### src/rtl/audio_mode_sequencer.sv
// Sequences voice-effect control-word changes into the audio datapath: fade out, apply, flush, fade in.
// Define AMS_FADE_EN for linear gain ramps; otherwise gain drops to 0 at once and restores on one sample.
module audio_mode_sequencer #(
  parameter int GAIN_W         = 8,
  parameter int FADE_STEP      = 8,
  parameter int SETTLE_SAMPLES = 64
) (
  input  logic              clk48m,
  input  logic              reset,
  input  logic              sample_en,
  input  logic              req_boy2girl,
  input  logic              req_girl2boy,
  input  logic              req_denoise,
  input  logic              req_separate1,
  input  logic              req_separate2,
  input  logic              req_mute,
  input  logic [2:0]        req_speaker,
  output logic              cur_boy2girl,
  output logic              cur_girl2boy,
  output logic              cur_denoise,
  output logic              cur_separate1,
  output logic              cur_separate2,
  output logic              cur_mute,
  output logic [2:0]        cur_speaker,
  output logic [GAIN_W-1:0] gain,
  output logic              busy,
  output logic              switch_done,
  output logic              conflict,
  output logic [1:0]        state_dbg
);
  typedef enum logic [1:0] {RUN = 2'd0, FADE_OUT = 2'd1, FLUSH = 2'd2, FADE_IN = 2'd3} state_t;

  localparam int CNT_W  = $clog2(SETTLE_SAMPLES + 1);
  localparam int GMAX_I = (1 << GAIN_W) - 1;
`ifdef AMS_FADE_EN
  localparam bit RAMP = 1'b1;
`else
  localparam bit RAMP = 1'b0;
`endif
  // Without ramps a step of GMAX reaches either end of the gain range in one move.
  localparam int                STEP     = RAMP ? FADE_STEP : GMAX_I;
  localparam logic [GAIN_W:0]   STEP_W   = (GAIN_W + 1)'(STEP);
  localparam logic [CNT_W-1:0]  CNT_LAST = CNT_W'(SETTLE_SAMPLES - 1);

  state_t             state, state_n;
  logic [8:0]         req_q, p_word, cur_q, cur_n;
  logic [GAIN_W-1:0]  gain_n, target, gain_up, gain_dn, out_gain, in_gain;
  logic [GAIN_W:0]    gain_x, target_x, up_sum, dn_diff;
  logic [CNT_W-1:0]   cnt, cnt_n;
  logic               done_n, out_adv;

  // Word layout: {speaker[2:0], mute, separate2, separate1, denoise, girl2boy, boy2girl}
  assign p_word = (req_q[0] & req_q[1]) ? {req_q[8:2], 2'b00} : req_q;
  assign target = cur_q[5] ? '0 : '1;

  assign gain_x   = {1'b0, gain};
  assign target_x = {1'b0, target};
  assign up_sum   = gain_x + STEP_W;
  assign dn_diff  = gain_x - STEP_W;
  assign gain_up  = (up_sum >= target_x) ? target : up_sum[GAIN_W-1:0];
  assign gain_dn  = (gain_x > STEP_W) ? dn_diff[GAIN_W-1:0] : '0;

  // Without ramps the fade-out does not wait for a sample strobe.
  assign out_adv  = sample_en | ~RAMP;
  assign out_gain = out_adv ? gain_dn : gain;
  assign in_gain  = sample_en ? gain_up : gain;

  always_comb begin
    state_n = state;
    gain_n  = gain;
    cnt_n   = cnt;
    cur_n   = cur_q;
    done_n  = 1'b0;
    case (state)
      RUN: begin
        gain_n = target;
        if (p_word != cur_q) state_n = FADE_OUT;
      end
      FADE_OUT: begin
        gain_n = out_gain;
        // Controls move on the same edge that gain lands on zero.
        if (out_gain == '0) begin
          cur_n   = p_word;
          cnt_n   = '0;
          state_n = FLUSH;
        end
      end
      FLUSH: begin
        gain_n = '0;
        if (p_word != cur_q) begin
          cur_n = p_word;
          cnt_n = '0;
        end else if (sample_en) begin
          if (cnt == CNT_LAST) begin
            cnt_n   = '0;
            state_n = FADE_IN;
          end else begin
            cnt_n = cnt + 1'b1;
          end
        end
      end
      FADE_IN: begin
        if (p_word != cur_q) begin
          state_n = FADE_OUT;
        end else begin
          gain_n = in_gain;
          if (in_gain == target) begin
            state_n = RUN;
            done_n  = 1'b1;
          end
        end
      end
      default: state_n = FLUSH;
    endcase
  end

  always_ff @(posedge clk48m) begin
    if (reset) begin
      state       <= FLUSH;
      gain        <= '0;
      cnt         <= '0;
      cur_q       <= '0;
      req_q       <= '0;
      busy        <= 1'b1;
      switch_done <= 1'b0;
      conflict    <= 1'b0;
    end else begin
      state       <= state_n;
      gain        <= gain_n;
      cnt         <= cnt_n;
      cur_q       <= cur_n;
      req_q       <= {req_speaker, req_mute, req_separate2, req_separate1,
                      req_denoise, req_girl2boy, req_boy2girl};
      busy        <= (state_n != RUN);
      switch_done <= done_n;
      conflict    <= req_boy2girl & req_girl2boy;
    end
  end

  assign cur_boy2girl  = cur_q[0];
  assign cur_girl2boy  = cur_q[1];
  assign cur_denoise   = cur_q[2];
  assign cur_separate1 = cur_q[3];
  assign cur_separate2 = cur_q[4];
  assign cur_mute      = cur_q[5];
  assign cur_speaker   = cur_q[8:6];
  assign state_dbg     = state;
endmodule

### config.mk
export PLATFORM = sky130hd
export DESIGN_NAME = audio_mode_sequencer
export DESIGN_NICKNAME = d
export VERILOG_FILES = /design/src/rtl/audio_mode_sequencer.sv
export SDC_FILE = /design/constraint.sdc
export NUM_CORES = 1
export LEC_CHECK = 0
export BUFFER_PORTS_ARGS = -buffer_cell sky130_fd_sc_hd__buf_2
export CAP_MARGIN = 15
export CORE_UTILIZATION = 40
export DETAILED_ROUTE_END_ITERATION = 16
export HOLD_SLACK_MARGIN = 0.08
export PLACE_DENSITY = 0.71
export SLEW_MARGIN = 20
export SYNTH_ARGS = -nofsm -noshare
export SYNTH_HDL_FRONTEND = slang
export SYNTH_SLANG_ARGS = --single-unit
### constraint.sdc
create_clock -name clk48m -period 4 [get_ports clk48m]
set_input_delay 0.2 -clock clk48m [delete_from_list [all_inputs] [get_ports clk48m]]
set_output_delay 0.2 -clock clk48m [all_outputs]
set_load 0.005 [all_outputs]
==> metrics.txt, run 1 <==
Ys Warns=0; crit path time final=3.34 ns; die width=74.3 microns; Slew @ Worst Pin=0.550 ns; initial DRC count=92; Core Region=0.00488 sq mm; DRT Pass-1 Iters=4; CP Data Arrival Time=3.55 ns; Clock Path Buffers=2; vias in the first global route=1651; port bufs=33; FP Rows=25; Vias/cell=5.32; dominant register cell in the synthesized netlist=dfxtp_1; Seq. cell area=761 sq um; TritonCTS clock tree=built; share of cells above drive strength 1=20.4%; GRT Overall Usage=17.3%; register area share after synthesis=36.4%; area occupied by multi-input gates=0.00124 sq mm; hold buffers post-CTS=0; ys async rst share=0%; largest net degree at the start of global routing=32; P_leak=0.000996 uW; synthesized area per cell=8.83 sq um; number of distinct library cells after synthesis=55; I/O pin count=34; Area after DPL=0.00229 sq mm; fmax=299 MHz; Slew Limit Fails=0; Post-Syn Area=0.00209 sq mm; vias=1792; total congestion overflow=0; Detailed Route WL=4350 microns; Post-CTS Setup Bufs=0; worst endpoint required time=4.21 ns; setup_tns=0 ns; DRC=0; Post-Syn Instances=237; Tcrit/Tclk final=83.6%; NumNets Final=291; antenna cells=0; maximum capacitance violations=0; CP Capture Type=flop; CP max FO=7; EDFF count, synth=0; ANT nets after route=0; final number of hold-violating endpoints=0; Clock Sinks=38; startpoint types=flop; antenna violations before repair=0; DP Wirelength=3250 microns; per-cell routed wire length=12.9 microns; most frequent cells in the layout=dfxtp_1, buf_2, nor2_1; max incr delay on CP=0.58 ns; syn_nets=259; first-pass GRT wire length=7270 microns; maximum vdd ir drop=216 uV; WP buf/inv=0; Die Height=74.3 microns; final non-filler cell total=337; cts repair resizes=0; placed instance count=329; status=complete, no violations; power density cells=472 mW/mm^2; dominant cells by area after synthesis=dfxtp_1, ha_1, nor2_1, mux2i_1, nor2b_1; synth-to-layout area growth=14.7%; die area=0.00552 sq mm; commonest non-fill, non-tap cell in the layout=dfxtp_1; CTS Root Cell=clkbuf_8; Initial Util=42.9%; Worst-path clk slew=0.08 ns; clock latency on the worst-skew pair=0.29 ns; GP Congestion=0.922; Tightest Hold Check Type=input pin to flop; delay-heaviest family, CP=simple AND/OR/NAND/NOR gates; final setup vio count=0; post-layout util=49.2%; # fillers=499; htree depth=2; Finished Cell Area=0.00240 sq mm; share of the synthesized area in the top cell type=36.4%; CTS Buf Count=5; slowest library cell on the worst path=or4_4; WS Path Type=flop to flop; RSZ-0062 raised after global routing=false; Fin Clk Skew=0.0106 ns; most area-hungry cell type in the Yosys netlist=dfxtp_1; Relative slew margins=63.3%; worst-path cell chain=or4_4 > or3_4 > nor2_1 > xnor2_1 > ha_1 > or3_1 > a2111oi_4 > a41o_1 > o22ai_2 > and4b_1 > o31ai_2; FF+latch count, synth=38
synthesized netlist by cell type (all sizes together) (2+ instances only):
| cell type | n |
|---|---|
| nand4 | 3 |
| clkbuf | 4 |
| nor2 | 30 |
| buf | 5 |
| nand2 | 18 |
| a31oi | 2 |
| nand2b | 3 |
| o21a | 4 |
| or3 | 2 |
| xnor2 | 8 |
| xor2 | 7 |
| or4 | 2 |
| o31ai | 5 |
| mux2i | 10 |
| a311oi | 2 |
| o211ai | 3 |
| o21ai | 12 |
| a21oi | 14 |
| nor2b | 14 |
| ha | 10 |
| and4 | 3 |
| nand3 | 4 |
| dfxtp | 38 |
| nor3 | 5 |
| and2 | 3 |
| or2 | 2 |
| inv | 8 |
where the power goes:
part,total (uW),internal (uW),switching [uW]
logic,381,167,213
clock network,313,183,130
registers,439,404,34.9
logic make-up (layout without fill, tap and decap cells):
| logic type | Yosys count | after routing | share of synthesized area [%] |
|---|---|---|---|
| simple gates | 92 | 92 | 23.4 |
| compound gates | 55 | 55 | 19.0 |
| flops | 38 | 38 | 36.4 |
| xor+xnor | 15 | 15 | 6.28 |
| fa+ha+maj | 10 | 10 | 5.98 |
| buf+inv | 17 | 50 | 4.25 |
| mux | 10 | 10 | 4.78 |
layout make-up:
class	count	share of cell area, %
clock buffer	5	2.87
inverter	8	1.25
sequential	38	31.7
clock inverter	3	1.67
timing repair buffer	34	7.20
tap	67	3.50
multi-input combinational	182	51.8
state kept, by name, summed over array words and instances (netlist names):
name         flops
switch_done      1
state_dbg        2
gain             8
busy             1
cnt              7
req_q            9
conflict         1
cur_q            9
routing by layer:
metal  part of all wire [%]  global-route usage (%)
met5                      0                       0
met4                    1.2                    8.39
met3                    4.9                    4.07
met2                     46                    27.4
met1                     48                    22.3
worst register-to-register path, cell delays in order, from the launching register on:
cell	delay (ns)
dfxtp_1	0.36
or4_4	0.58
or3_4	0.38
nor2_1	0.14
xnor2_1	0.09
ha_1	0.17
or3_1	0.34
a2111oi_4	0.38
a41o_1	0.30
o22ai_2	0.11
and4b_1	0.24
o31ai_2	0.19
worst paths after layout:
| check | endpoint | slack, ns | cells after the start | start |
|---|---|---|---|---|
| max | busy | 0.66 | 11 | gain[2] |
| min | req_q[7] | 0.11 | 2 | req_speaker[1] |
| min reg2reg | cnt[6] | 0.46 | 2 | cnt[6] |
| max reg2reg | busy | 0.66 | 11 | gain[2] |
through the flow:
stage	power, uW	hold WS [ns]	worst slack [ns]
after floorplan	745	0.279	0.838
after global placement	818	0.409	0.734
after detailed placement	827	0.415	0.671
after CTS	1140	0.107	0.653
after global routing	1210	0.107	0.469
final	1130	0.111	0.656
Note: power is estimated with default switching activity, not from simulation.
==> run 2, diff against run 1 <==
clock period = 3.5 ns   (was 4 ns; I/O delays follow)
==> metrics.txt, run 2 (synthesized netlist as in run 1, its figures left out) <==
antenna cells=0 (unchanged); first-pass GRT wire length=7070 microns (-2.8%); Tcrit/Tclk final=96.1% (+12 points); Tightest Hold Check Type=input pin to flop; startpoint types=flop; antenna violations before repair=0 (unchanged); port bufs=33 (unchanged); GP Congestion=0.905 (-1.8%); die width=74.3 microns (unchanged); total congestion overflow=0 (unchanged); FP Rows=25 (unchanged); I/O pin count=34 (unchanged); Clock Path Buffers=2 (unchanged); largest net degree at the start of global routing=32 (unchanged); maximum capacitance violations=0 (unchanged); Die Height=74.3 microns (unchanged); Fin Clk Skew=0.0119 ns (+0.00133 ns); maximum vdd ir drop=296 uV (+37%); Slew @ Worst Pin=0.562 ns (+0.0121 ns); setup_tns=0 ns (unchanged); worst endpoint required time=3.66 ns (-0.55 ns); CTS Root Cell=clkbuf_8; Largest regs=cur_q x9, req_q x9, gain x8; CP Capture Type=flop; P_leak=0.00101 uW (+1.1%); DRT Pass-1 Iters=4 (unchanged); most frequent cells in the layout=dfxtp_1, buf_2, nor2_1; DP Wirelength=3200 microns (-1.5%); Core Region=0.00488 sq mm (unchanged); Vias/cell=5.20 (-2.3%); vias in the first global route=1537 (-6.9%); DRC=0 (unchanged); per-cell routed wire length=12.7 microns (-1.9%); vias=1772 (-1.1%); Worst-path clk slew=0.08 ns (about the same); GRT Overall Usage=16.8% (-0.56 points); share of cells above drive strength 1=21.2% (+0.80 points); htree depth=2 (unchanged); Hold WS=0.0910 ns (-0.0196 ns); CP max FO=7 (unchanged); Clock Sinks=38 (unchanged); WS Path Type=flop to flop; die area=0.00552 sq mm (unchanged); initial DRC count=142 (+54%); Area after DPL=0.00230 sq mm (+0.66%); clock latency on the worst-skew pair=0.29 ns (about the same); final number of hold-violating endpoints=0 (unchanged); Initial Util=42.9% (unchanged); RSZ-0062 raised after global routing=false; CP Data Arrival Time=3.52 ns (-0.03 ns); Relative slew margins=62.5% (-0.81 points); TritonCTS clock tree=built; CTS Buf Count=5 (unchanged); commonest non-fill, non-tap cell in the layout=dfxtp_1; synth-to-layout area growth=16.7%; final setup vio count=0 (unchanged); crit path time final=3.36 ns (+0.0184 ns); fmax=297 MHz (-0.55%); Finished Cell Area=0.00244 sq mm (+1.8%); status=complete, no violations; power density cells=540 mW/mm^2 (+14%); ANT nets after route=0 (unchanged); Detailed Route WL=4320 microns (-0.78%); NumNets Final=295 (+1.4%); Slew Limit Fails=0 (unchanged)
[run 2: cell type report]
cell class / instances / area, sq um
fillers: 478 / 2440
multi-input cells: 182 / 1240
flip-flops and latches: 38 / 761
repair buffers: 38 / 208
well taps: 67 / 83.8
clock buffers: 5 / 68.8
clock inverters: 3 / 45.0
inverters: 8 / 30.0
[run 2: worst max-delay path, cell delays in order, from the launching register on]
cell	delay, ns
dfxtp_1	0.37
or4_4	0.58
or3_4	0.38
nor2_1	0.12
xnor2_1	0.08
ha_1	0.18
or3_1	0.35
a2111oi_4	0.37
and2_1	0.32
a21o_1	0.18
a21boi_2	0.23
nor4_2	0.08
[run 2: report_power, final]
part,switching (uW),internal [uW]
registers,34.6,462
clock network,157,212
logic,253,200
[run 2: worst paths after layout]
kind,slack (ns),depth (start not counted),start,to
hold / removal,0.09,2,req_mute,req_q[5]
setup / recovery,0.14,11,gain[2],switch_done
hold reg to reg,0.46,2,cnt[6],cnt[6]
setup reg to reg,0.14,11,gain[2],switch_done
[run 2: what timing repair did]
action                     CTS  global route
hold buffers                 1             1
setup endpoints to repair    0             3
gates resized for setup      0             1
hold endpoints to repair     1             1
setup buffers                0             0
[run 2: through the flow]
stage / total power (uW) / util (%) / setup slack [ns] / cells
final: 1320 / 50.0 / 0.138 / 341
after global routing: 1400 / 50.0 / 0.00205 / 341
after CTS: 1320 / 49.8 / 0.166 / 340
after detailed placement: 949 / 47.2 / 0.179 / 331
after global placement: 939 / 47.2 / 0.236 / 331
after floorplan: 852 / - / 0.338 / 237
[run 2: per-layer routing]
layer	wire, microns	GRT usage, %
met5	0	0
met4	78	7.13
met3	136	3.66
met2	2000	26.8
met1	2100	21.9
